**config.mk**
```make
export PLATFORM = sky130hd
export DESIGN_NAME = sram_wd
export DESIGN_NICKNAME = d
export VERILOG_FILES = /design/src/rtl/sram_rd_pipe.sv /design/src/rtl/sram_wd.sv
export SDC_FILE = /design/constraint.sdc
export NUM_CORES = 1
export LEC_CHECK = 0
export BUFFER_PORTS_ARGS = -buffer_cell sky130_fd_sc_hd__buf_2
export CORE_MARGIN = 8
export CORE_UTILIZATION = 61
export DETAILED_ROUTE_END_ITERATION = 8
export PLACE_DENSITY = 0.79
export SETUP_SLACK_MARGIN = 0.2
export SYNTH_ARGS = -nofsm -noshare
export SYNTH_HDL_FRONTEND = slang
export SYNTH_SLANG_ARGS = --single-unit
```
**constraint.sdc**
```tcl
create_clock -name clk -period 2.1 [get_ports clk]
set_input_delay 0 -clock clk [delete_from_list [all_inputs] [get_ports clk]]
set_output_delay 0 -clock clk [all_outputs]
set_load 0.03 [all_outputs]
```
**src/rtl/sram_rd_pipe.sv**
```systemverilog
// Read-return pipeline: carries {valid, data} through one or two registered
// stages with an asynchronous active-low clear. Data holds while no result arrives.
module sram_rd_pipe #(
  parameter int WIDTH  = 64,
  parameter int RD_LAT = 1
) (
  input  logic             clk,
  input  logic             rst_n,
  input  logic             in_vld,
  input  logic [WIDTH-1:0] in_data,
  output logic             out_vld,
  output logic [WIDTH-1:0] out_data
);

  logic             vld_p0_d, vld_p0_q;
  logic [WIDTH-1:0] data_p0_d, data_p0_q;

  always_comb begin
    vld_p0_d  = in_vld;
    data_p0_d = in_vld ? in_data : data_p0_q;
  end

  // stage p0: first registered copy of the read result
  always_ff @(posedge clk or negedge rst_n) begin
    if (!rst_n) begin
      vld_p0_q  <= 1'b0;
      data_p0_q <= '0;
    end else begin
      vld_p0_q  <= vld_p0_d;
      data_p0_q <= data_p0_d;
    end
  end

  if (RD_LAT == 1) begin : g_lat1
    assign out_vld  = vld_p0_q;
    assign out_data = data_p0_q;
  end else if (RD_LAT == 2) begin : g_lat2
    logic             vld_p1_d, vld_p1_q;
    logic [WIDTH-1:0] data_p1_d, data_p1_q;

    always_comb begin
      vld_p1_d  = vld_p0_q;
      data_p1_d = vld_p0_q ? data_p0_q : data_p1_q;
    end

    // stage p1: output register for the two-cycle configuration
    always_ff @(posedge clk or negedge rst_n) begin
      if (!rst_n) begin
        vld_p1_q  <= 1'b0;
        data_p1_q <= '0;
      end else begin
        vld_p1_q  <= vld_p1_d;
        data_p1_q <= data_p1_d;
      end
    end

    assign out_vld  = vld_p1_q;
    assign out_data = data_p1_q;
  end else begin : g_bad_lat
    $error("sram_rd_pipe: RD_LAT must be 1 or 2");
  end

endmodule

```
**src/rtl/sram_wd.sv**
```systemverilog
// Parametrised single-port synchronous SRAM with per-bit active-low write mask,
// configurable read latency and a read-valid strobe. The array itself is never reset.
module sram_wd #(
  parameter  int sram_bit  = 64,
  parameter  int num_words = 16,
  parameter  int rd_lat    = 1,
  localparam int addr_bit  = $clog2(num_words)
) (
  input  logic                clk,
  input  logic                rst_n,
  input  logic                CEN,
  input  logic                WEN,
  input  logic [addr_bit-1:0] A,
  input  logic [sram_bit-1:0] D,
  input  logic [sram_bit-1:0] BWEN,
  output logic [sram_bit-1:0] Q,
  output logic                QV
);

  localparam logic [addr_bit:0] DEPTH = (addr_bit + 1)'(num_words);

  logic [sram_bit-1:0] mem_q [num_words];

  logic                in_range;
  logic                wr_en;
  logic                rd_en;
  logic [sram_bit-1:0] wr_word_d;
  logic [sram_bit-1:0] rd_word;

  always_comb begin
    in_range  = ({1'b0, A} < DEPTH);
    wr_en     = !CEN && !WEN && in_range;
    rd_en     = !CEN && WEN;
    rd_word   = '0;
    wr_word_d = '0;
    // out-of-range addresses read as zero but still return a valid strobe
    if (in_range) begin
      rd_word   = mem_q[A];
      wr_word_d = (mem_q[A] & BWEN) | (D & ~BWEN);
    end
  end

  always_ff @(posedge clk) begin
    if (wr_en) begin
      mem_q[A] <= wr_word_d;
    end
  end

  sram_rd_pipe #(
    .WIDTH  (sram_bit),
    .RD_LAT (rd_lat)
  ) u_rd_pipe (
    .clk      (clk),
    .rst_n    (rst_n),
    .in_vld   (rd_en),
    .in_data  (rd_word),
    .out_vld  (QV),
    .out_data (Q)
  );

  a_cen_known: assert property (@(posedge clk) disable iff (!rst_n) !$isunknown(CEN));

endmodule

```
# Word level (Yosys, flattened, before mapping)
# Memories as Yosys holds them, arrays and structs flattened.
# Index checks and enable logic that the tools add are counted.
# word_totals
register_bits,65
ram_bits,1024
in_bits,136
out_inout_bits,65
word_cells,13
memories,1
# mem_list
memory,words,width,read_ports,rd_ports_with_merged_regs,write_ports,line_no,text
mem_q,16,64,1,0,1,sram_wd.sv:22,logic [sram_bit-1:0] mem_q [num_words];
# op_classes
mux,2
n_bitwise,4
n_reduce_logical,4
# op_table
cell,count
AND 64 bit,2
inverter 64 bit,1
bitwise OR 64 bit,1
logical AND 1 bit,2
zero test 1 bit,2
two-way mux 1 bit,2

# Logic depth before layout (Yosys ltp)
# logic_depth
word_depth,4
mapped_depth,7
ltp_nobuf,3

# Modules after synthesis
# A second synthesis with hierarchy kept.
# hier_totals
cells_unflattened,2195
hier_area_um2,42589.6
# by_module_without_submodules
module,n_inst,cells_each,area_each_um2,seq_area_each_um2
sram_wd,1,2059,39885.8,30749.5
sram_rd_pipe,1,136,2703.8,1626.6

# Least setup slack after synthesis
# OpenSTA, ideal clock, no wires.
# synth_timing
kind,input to register
startpoint,input A[1]
endpoint,memory mem_q[3][0] (enable)
t_arrival_ps,5178
slack_ps,-3643
cell_stages,5
n_path_buf,3
cell_sequence,clkbuf_1 -> buf_2 -> buf_2 -> nand3_1 -> nor3_1
# synth_rtl
element,line_no,text
from (decl),sram_wd.sv:13,"input logic [addr_bit-1:0] A,"
to (decl),sram_wd.sv:22,
# No word-level cell before the write port.

# Worst setup path in the final report
# layout_timing
startpoint,memory mem_q[10][54]
endpoint,memory mem_q[1][54] (data pin)
# layout_via
elab_chain_len,3
# layout_lines
element,line_no,text
memory read (16 x 64 bit),n/a,
AND 64 bit,sram_wd.sv:39,wr_word_d = (mem_q[A] & BWEN) | (D & ~BWEN);
bitwise OR 64 bit,sram_wd.sv:39,
net wr_word_d[54],sram_wd.sv:27,logic [sram_bit-1:0] wr_word_d;
# The timed path passes the listed nets, and every way through them passes these cells.

==> impl_results.md <==
* Outcome: completed
* Netlist cell types at 23
* Sw power at roughly 11000 uW
* Hold Crit Depth at 3
* RSZ-0062 raised after global routing: no
* Crit Reg-Reg Endpoint: mem_q[1][54]$_DFFE_PP_
* CTS Sinks at 1089
* H-tree depth at 3
* Fin crit share at between 90% and 100%
* Vias in the first global route at 26000
* Pint at 37200 uW
* Initial core utilization at 61.2%
* Full die area at 78600 um^2
* Worst Path Max Fanout at 16
* Clock Skew at 0.0379 ns
* Leakage Power at between 0.015 and 0.02 uW
* Max transition margin at a little over a quarter
* Seq/Total Area, Yosys at 75.9%
* Largest area contributor in the netlist: edfxtp_1
* Top post-synthesis cells by area: edfxtp_1 72%, mux4_2 14%, a221oi_2 4.1%
* Sequential Power Share at 50.7%
* Worst EP arrival at 2.36 ns
* Crit Path Category: reg2reg
* Synthesized area at 42600 um^2
* Highest Clock Rate at about 510 MHz
* Drc violations at 0
* Hold Slack at 0.0260 ns
* Logic pwr share at a little under a tenth
* FF-to-FF setup slack at 0.15 ns
* Adder-Cell Fraction of Synth Area at 0%
* Slew Viols, Final at 0
* Vias at 24200
* Power density over the cells at 924 nW/um^2
* Avg Inst Size Synth at 22.1 um^2
* Drt initial violations at 3291
* Total of max-cap violations at 0
* Area after DPL at 47200 um^2
* Placed insts at 3215
* Main combinational cell family by area after synthesis: multiplexers
* Initial antenna violation count at 3
* Largest net degree at the start of global routing at 92
* Post-DP HPWL at slightly below 60 mm
* Sw Ratio at 23.3%
* CTS tree: built
* Beginning of the worst register-to-register path: mem_q[10][54]$_DFFE_PP_
* Horiz. Die Dim at 280 um
* Setup crit start kind: flop
* Maximum vdd drop at slightly above 0.0008 V
* Fin cells at 3536
* Clk buf depth at 3
* Die Ht at 280 um
* Final hold vios at 0
* GPL Wtd Cong at 0.775
* Clk Latency, worst-skew pair at 0.68 ns
* Synth Register Bits at 1089
* Crit path launch: mem_q[10][54]$_DFFE_PP_
* Reg2Reg Depth at 5
* Xor and xnor area share after synthesis at 0%
* Worst setup endpoint: mem_q[1][54]$_DFFE_PP_
* Post-Layout Inst Area at 52500 um^2
* Worst-path clk slew at 0.07 ns
* Multiplexer share of the synthesized area at 15.0%
* IO Count at 201
* PortBufs at 200
* CP Capture Type: flop
* Post-synthesis simple-gate area fraction at 2.38%
* Synthesis-to-layout area growth at 23.1%
* Clock Power Share at about two fifths
* DRT antenna net count at 0
* Std cell rows at 97
* Share of cells above drive strength 1 at 40.1%
* Ys Warns at 0
* Clk root buf: clkbuf_16
* Post-synth net total at 2065
* Drt pass-1 iters at 6
* GRT overflow at 0
* Fraction of the mapped netlist area in compound gates at around 5.3%
* Drt wl/cell at around 34 um
* First-pass GRT wire length at 172 mm
* Final WL at 121 mm
* Worst min path class: in2reg
* Total GRT Usage at between 30 and 40%
* Worst path required time at 2.50 ns
* Setup violations, final at 0
* Core area at 69700 um^2
* Worst-Margin Slew at 1.09 ns
* Tmin final at roughly 2.0 ns
* Top cell type's share of synthesized area at between 70 and 80%
* Layout Nets at 2639
* Cells after Synth at 1929
* TritonCTS buffer count at roughly 100
* Vias per cell at approximately 7
layout by cell type, fill, tap and decap left out, types with 2 or more instances in the layout:
cell           count
a221oi_2          78
inv_6              5
buf_8              2
dlygate4sd3_1    120
a221oi_1           7
buf_12            67
clkbuf_8          14
mux2i_1           56
clkbuf_1          28
mux4_2           256
o22ai_1           54
nor2_1           128
o22ai_2           10
nor2_4            12
nand2b_4           5
clkbuf_16        106
a221oi_4          43
clkinv_1           7
clkinvlp_4         6
mux2i_2            8
dfrtp_1           65
clkinv_2          20
buf_2            196
nor3_4             4
edfxtp_1        1024
and2_1            64
bufinv_16          9
buf_4            191
power by group through the flow:
stage | Combinational [uW] | Clock, uW | Sequential [uW]
final | 4630 | 19300 | 24600
after global routing | 4810 | 20200 | 24600
after CTS | 4440 | 19200 | 24600
after detailed placement | 4050 | 0 | 25100
after global placement | 3880 | 0 | 25000
after floorplan | 2020 | 0 | 25400
state kept, by name, indices dropped and copies added, names as in the netlist:
name / flops
mem_q: 1024
u_rd_pipe.out_data: 64
u_rd_pipe.out_vld: 1
per-stage QoR:
step	setup WS (ns)	power, uW	TNS (ns)	utilization, %
after floorplan	-0.772	27500	-190.77	-
after global placement	-0.194	28900	-23.03	67.7
after detailed placement	-0.448	29100	-117.94	67.7
after CTS	0.202	48300	0	75.0
after global routing	0.145	49600	0	75.4
final	0.147	48600	0	75.4
Yosys cell counts, drive strengths merged:
cell type  number
or2             1
dfrtp          65
edfxtp       1024
clkbuf         44
nand3b          1
and2           65
mux2i          64
mux4          256
buf            64
nor2b           1
nor2          141
nand2           1
nand3           1
nand2b          5
nor3            4
o22ai          64
a221oi        128
worst min-delay path by stage:
stage	startpoint	to	slack, ns
6_report	D[31]	mem_q[11][31]$_DFFE_PP_	0.03
5_1_grt	D[28]	mem_q[9][28]$_DFFE_PP_	0.004
4_1_cts	D[20]	mem_q[8][20]$_DFFE_PP_	0.002
3_5_place_dp	rst_n	u_rd_pipe.out_data[60]$_DFFE_PN0P_	0.09
3_3_place_gp	rst_n	u_rd_pipe.out_data[60]$_DFFE_PN0P_	0.09
2_1_floorplan	rst_n	u_rd_pipe.out_data[0]$_DFFE_PN0P_	-0.30
layer usage:
layer  up-vias  share of wire [%]  global-route usage, %
met5         -             0.0099                      0
met4         2                5.0                   14.4
met3       427                 11                   6.37
met2      1993                 51                   51.9
met1     12400                 33                   36.3
li1       9378                  -                      -
what timing repair did:
action | 4_1_cts | 5_1_grt
hold buffers | 120 | 0
setup endpoints to repair | 437 | 401
gates resized for setup | 36 | 29
buffers inserted | 1 | 1
endpoints found under the hold margin | 1090 | 0
pin swaps | 1 | 1
layout make-up:
class,instances,area (um^2)
clock inverters,50,544
diodes,1,2.50
flip-flops and latches,1089,32400
repair buffers,576,4990
multi-input cells,732,10500
clock buffers,148,2950
fillers,3504,17100
well taps,940,1180
cell families (layout without fill, tap and decap cells):
kind of cell           after synthesis  count (layout)
AO/OA/AOI/OAI                      192             192
buffers and inverters              108             774
flip-flops                        1089            1089
multiplexers                       320             320
other                                0               1
AND/OR/NAND/NOR                    220             220
worst max-delay path, stage by stage, from the launching register on:
cell      delay, ns
edfxtp_1       0.49
mux4_2         0.56
o22ai_2        0.17
buf_4          0.18
a221oi_4       0.09
buf_12         0.19
No activity file was read; power rests on OpenSTA's default activity.
